`config.mk`:
```
export PLATFORM = sky130hd
export DESIGN_NAME = phy_serdes_lanes
export DESIGN_NICKNAME = d
export VERILOG_FILES = /design/src/rtl/phy_serdes_lanes.sv
export SDC_FILE = /design/constraint.sdc
export NUM_CORES = 1
export LEC_CHECK = 0
export ABC_AREA = 1
export CORE_MARGIN = 2
export CORE_UTILIZATION = 53
export DETAILED_ROUTE_END_ITERATION = 10
export HOLD_SLACK_MARGIN = 0.02
export MAX_ROUTING_LAYER = met4
export PLACE_DENSITY_LB_ADDON = 0.1
export REMOVE_ABC_BUFFERS = 1
export SYNTH_ARGS = -nofsm -noshare
export SYNTH_HDL_FRONTEND = slang
export SYNTH_SLANG_ARGS = --single-unit
```
`constraint.sdc`:
```
create_clock -name clk_f -period 1.61 [get_ports clk_f]
set_input_delay 0.4025 -clock clk_f [delete_from_list [all_inputs] [get_ports clk_f]]
set_output_delay 0.4025 -clock clk_f [all_outputs]
set_load 0.01 [all_outputs]
```
`src/rtl/phy_serdes_lanes.sv`:
```
// phy_serdes_lanes: multi-lane single-clock serialiser/deserialiser with comma alignment and loopback
module phy_serdes_lanes #(
  parameter int W = 8,
  parameter int LANES = 2,
  parameter logic [W-1:0] COMMA = 8'hBC,
  parameter int LOCK_CNT = 4
) (
  input  logic               clk_f,
  input  logic               reset,
  input  logic [LANES*W-1:0] data_in,
  input  logic [LANES-1:0]   valid_in,
  output logic               word_ready,
  input  logic               lpbk,
  input  logic [LANES-1:0]   serial_in,
  output logic [LANES-1:0]   serial_out,
  output logic [LANES*W-1:0] data_out,
  output logic [LANES-1:0]   valid_out,
  output logic [LANES-1:0]   active
);
  localparam int CW = $clog2(W);
  localparam int KW = $clog2(LOCK_CNT + 1);
  localparam logic [1:0] UNLOCKED = 2'd0;
  localparam logic [1:0] ALIGNING = 2'd1;
  localparam logic [1:0] LOCKED   = 2'd2;

  logic [CW-1:0] tx_cnt_q, tx_cnt_d;

  assign word_ready = (tx_cnt_q == CW'(W - 1)) && reset;
  assign tx_cnt_d = (tx_cnt_q == CW'(W - 1)) ? '0 : tx_cnt_q + CW'(1);

  // Shared TX bit counter: one word boundary every W edges for all lanes
  always_ff @(posedge clk_f) begin
    if (!reset) tx_cnt_q <= '0;
    else tx_cnt_q <= tx_cnt_d;
  end

  for (genvar k = 0; k < LANES; k++) begin : g_lane
    logic [W-1:0] tx_sh_q, tx_sh_d, rx_sh_q, nw, dout_q, dout_d;
    logic [CW-1:0] rx_cnt_q, rx_cnt_d;
    logic [KW-1:0] cc_q, cc_d;
    logic [1:0] st_q, st_d;
    logic v_q, v_d, act_q, b, done, is_comma;

    assign tx_sh_d = word_ready ? (valid_in[k] ? data_in[k*W +: W] : COMMA) : {tx_sh_q[W-2:0], 1'b0};
    assign serial_out[k] = tx_sh_q[W-1];
    assign b = lpbk ? serial_out[k] : serial_in[k];
    assign nw = {rx_sh_q[W-2:0], b};
    assign done = rx_cnt_q == CW'(W - 1);
    assign is_comma = nw == COMMA;

    // Lock FSM: free comma search when unlocked, word-aligned comma counting while aligning
    always_comb begin
      st_d = st_q;
      cc_d = cc_q;
      rx_cnt_d = done ? '0 : rx_cnt_q + CW'(1);
      v_d = 1'b0;
      dout_d = dout_q;
      if (st_q == UNLOCKED) begin
        if (is_comma) begin
          rx_cnt_d = '0;
          cc_d = KW'(1);
          st_d = (LOCK_CNT == 1) ? LOCKED : ALIGNING;
        end
      end else if (st_q == ALIGNING) begin
        if (done && is_comma) begin
          cc_d = cc_q + KW'(1);
          st_d = (cc_q + KW'(1) == KW'(LOCK_CNT)) ? LOCKED : ALIGNING;
        end else if (done) begin
          cc_d = '0;
          st_d = UNLOCKED;
        end
      end else begin
        v_d = done ? !is_comma : v_q;
        dout_d = (done && !is_comma) ? nw : dout_q;
      end
    end

    // Per-lane TX shifter and RX state registers
    always_ff @(posedge clk_f) begin
      if (!reset) begin
        tx_sh_q <= '0;
        rx_sh_q <= '0;
        rx_cnt_q <= '0;
        cc_q <= '0;
        st_q <= UNLOCKED;
        v_q <= 1'b0;
        dout_q <= '0;
        act_q <= 1'b0;
      end else begin
        tx_sh_q <= tx_sh_d;
        rx_sh_q <= nw;
        rx_cnt_q <= rx_cnt_d;
        cc_q <= cc_d;
        st_q <= st_d;
        v_q <= v_d;
        dout_q <= dout_d;
        act_q <= st_d == LOCKED;
      end
    end

    assign data_out[k*W +: W] = dout_q;
    assign valid_out[k] = v_q;
    assign active[k] = act_q;
  end
endmodule

```
==> results.yml <==
outcome:
  run_status: "finished, violations left"
  failing_checks: "setup timing"
job:
  drv_cap: 0
logic_synthesis:
  synth_top_cell_by_area: "sky130_fd_sc_hd__dfxtp_1"
  synth_seq_cells: 69
  synthDominantCellAreaShare_pct: 48.4
  synthesis.instances: 372
  syn_avg_cell_area_sq_um: 7.68
  warnings_from_yosys: 0
  yosys.cell_types.count: 29
  post_synth_instance_area_sq_um: 2860
  ys_seq_area_share_pct: 48.4
  synth_area_leaders: "sky130_fd_sc_hd__dfxtp_1 (48%), sky130_fd_sc_hd__nor2_1 (10%), sky130_fd_sc_hd__inv_1 (7.8%)"
clock_network:
  cts_root_buf: "sky130_fd_sc_hd__clkbuf_8"
  cts_tree: "done"
  ctsHtreeMaxLevel: 3
  clkLatencyLatePin_ps: 340
  tritoncts.num_buffers: 9
  path_clk_slew_ps: 70
  number_of_buffers_inserted_by_hold_repair_at_cts: 0
  clockBufferDepth: 2
  cts.sink_count: 69
timing:
  finalSetupViolCount: 1
  final_report_hold_violation_count: 0
  period_needed_ps: 1610
  timing.fmax_mhz: 619
  rsz0062_at_grt: "yes"
  slew_violations: 0
  clock-skew-final_ps: 6.36
  layout_worst_path_cycle_share_pct: 100
  worst_slack_ps: -4.29
  timing.slew.headroom_pct: 76.0
  timing_worst_slew_pin_value_ps: 361
worst_setup_path:
  setup.worst_path.class: "reg2out"
  critPathMaxStageDelay_ps: 340
  timing.critical_path.slowest_stage_cell: "sky130_fd_sc_hd__dfxtp_2"
  worstPathCellList: "ha_4 > ha_4 > nand2_2 > inv_1 > buf_2"
  crit_required_ps: 1210
  critical_path.startpoint_type: "register"
  worstPathArrival_ps: 1210
  cpLargestDelayFamily: "flip-flops"
  crit_top_cell: "sky130_fd_sc_hd__ha_4"
  wp_buf_inv: 2
  setup.worst_path.end_class: "output pin"
  timing.critical_path.fanout_max: 2
  r2r_slack_ps: 80
global_route:
  grt_max_degree: 57
  grt_pass1_vias: 2205
  grt_most_used_layer: "met2"
  met2_usage_pct: 33.0
  grt_use_met3_pct: 4.65
  grt_overflow_total: 0
  first_pass_grt_wire_length_mm: 9.28
  antenna_found_initial: 0
  global_route.usage.met1_pct: 23.3
  gr-usage-all-layers_pct: 20.3
layout:
  stdcell_count: 499
  drive_above_1_share_pct: 10.3
  area_growth_syn_to_layout_pct: 27.0
  antenna-diode-count: 0
  fill_cells: 450
  layout.nets: 457
routing:
  dr_total_vias: 2340
  drt_iter0_drc: 86
  avgViaCountPerCell: 4.69
  ant_nets: 0
  finalWirelength_mm: 5.24
  routed_wire_length_per_instance_um: 10.5
  first_pass_iters: 4
  post-route-drc-count: 0
power_and_ir_drop:
  post-layout-total-power_mw: 3.40
  pwr-share-seq_pct: 51.6
  intPower_mw: 2.69
  max-vdd-ir-drop_mv: 0.626
  power.static_leakage_nw: 1.86
  pwr_density_cell_nw_per_um2: 937
  share_clk_of_total_power_pct: 43.4
  netSwitchingFraction_pct: 20.8
  p_switching_uw: 708
  comb_power_share_pct: 5.0
placement:
  hpwl_mm: 3.66
  placedCellCount: 480
  port_buffers: 45
  final_weighted_congestion_of_routability_driven_global_placement: 0.838
floorplanning:
  fp.dieH_um: 77.4
  die_area_sq_um: 5990
  fp.dieW_um: 77.4
  placement_rows: 26
  floorplan.initialDensity_pct: 55.6
  num_io_pins: 46
  floorplan.core_area_sq_um: 5140
min_path:
  holdCritPathClass: "reg2reg"
## metal layers
layer / vias to the layer above / share of wire (%)
li1: 1252 / -
met1: 1034 / 48
met2: 45 / 46
met3: 9 / 3.4
met4: 0 / 2.3
met5: - / 0
## repair_timing
action,in CTS,in global routing
buffers inserted,3,0
pin swaps,3,2
endpoints found under the setup margin,19,24
gates cloned,0,0
gates resized for setup,29,9
endpoints found under the hold margin,0,0
## power by group through the flow
stage | combinational, mW | clock (mW) | sequential [mW]
4_1_cts | 0.164 | 1.50 | 1.75
2_1_floorplan | 0.0682 | 0 | 1.78
3_5_place_dp | 0.158 | 0 | 1.79
6_report | 0.168 | 1.48 | 1.75
3_3_place_gp | 0.155 | 0 | 1.79
5_1_grt | 0.198 | 1.59 | 1.76
## cell type report
type | count | area [sq um] | area share [%]
Multi-Input combinational cell | 227 | 1200 | 33.0
Timing Repair Buffer | 56 | 517 | 14.3
Inverter | 61 | 234 | 6.45
Clock buffer | 11 | 131 | 3.62
Sequential cell | 69 | 1380 | 38.2
Clock inverter | 5 | 75.1 | 2.07
Tap cell | 70 | 87.6 | 2.42
## cells by family after synthesis
logic type               after synthesis  share of synthesized area, %
flip-flops                            69                          48.4
buffers and inverters                 76                          11.5
AND/OR/NAND/NOR                      169                          26.3
adder cells (fa/ha/maj)               10                          4.38
AO/OA/AOI/OAI                         48                          9.38
## sequential cells by signal, summed over array words and instances (netlist names)
signal	count
g_lane.tx_sh_q	16
g_lane.cc_q	6
g_lane.v_q	2
tx_cnt_q	3
g_lane.st_q	4
g_lane.rx_sh_q	14
g_lane.dout_q	16
g_lane.act_q	2
g_lane.rx_cnt_q	6
## stage by stage
step	cell area [sq um]	TNS (ps)	util, %	hold WS, ps	setup WS, ps
6_report	3630	-4.29	70.5	426	-4.29
5_1_grt	3630	-53.7	70.5	455	-53.7
4_1_cts	3590	-27.5	69.8	429	-27.5
3_5_place_dp	3360	-7750	65.3	418	-351
3_3_place_gp	3360	-7030	65.3	409	-344
2_1_floorplan	2760	0	-	399	228
## cells in the mapped netlist (all sizes together)
master,number
ha,10
o211a,1
o21ai,31
dfxtp,69
nor3b,2
a21oi,11
nand3,14
clkbuf,2
nor3,2
and2,1
nand2,63
o21bai,1
buf,13
nand4,3
nor2,79
inv,61
a32o,4
and3,1
nand3b,4
## layout by cell type, fill, tap and decap left out, drive strengths merged, types with 10 or more instances in the layout
cell type and n:
a21oi 11, buf 12, nand2 63, o21ai 31, inv 61, ha 10, dfxtp 69, dlygate4sd2 18
clkbuf 11, nand3 14, nor2 79, clkdlybuf4s50 23
## worst paths after layout
kind | from | cells past startpoint | end
min reg2reg | g_lane[1].rx_cnt_q[0] | 1 | g_lane[1].rx_cnt_q[0]
min | g_lane[1].rx_cnt_q[0] | 1 | g_lane[1].rx_cnt_q[0]
max reg2reg | tx_cnt_q[0] | 9 | g_lane[0].tx_sh_q[6]
max | tx_cnt_q[0] | 5 | word_ready
(Power assumes the default switching activity.)
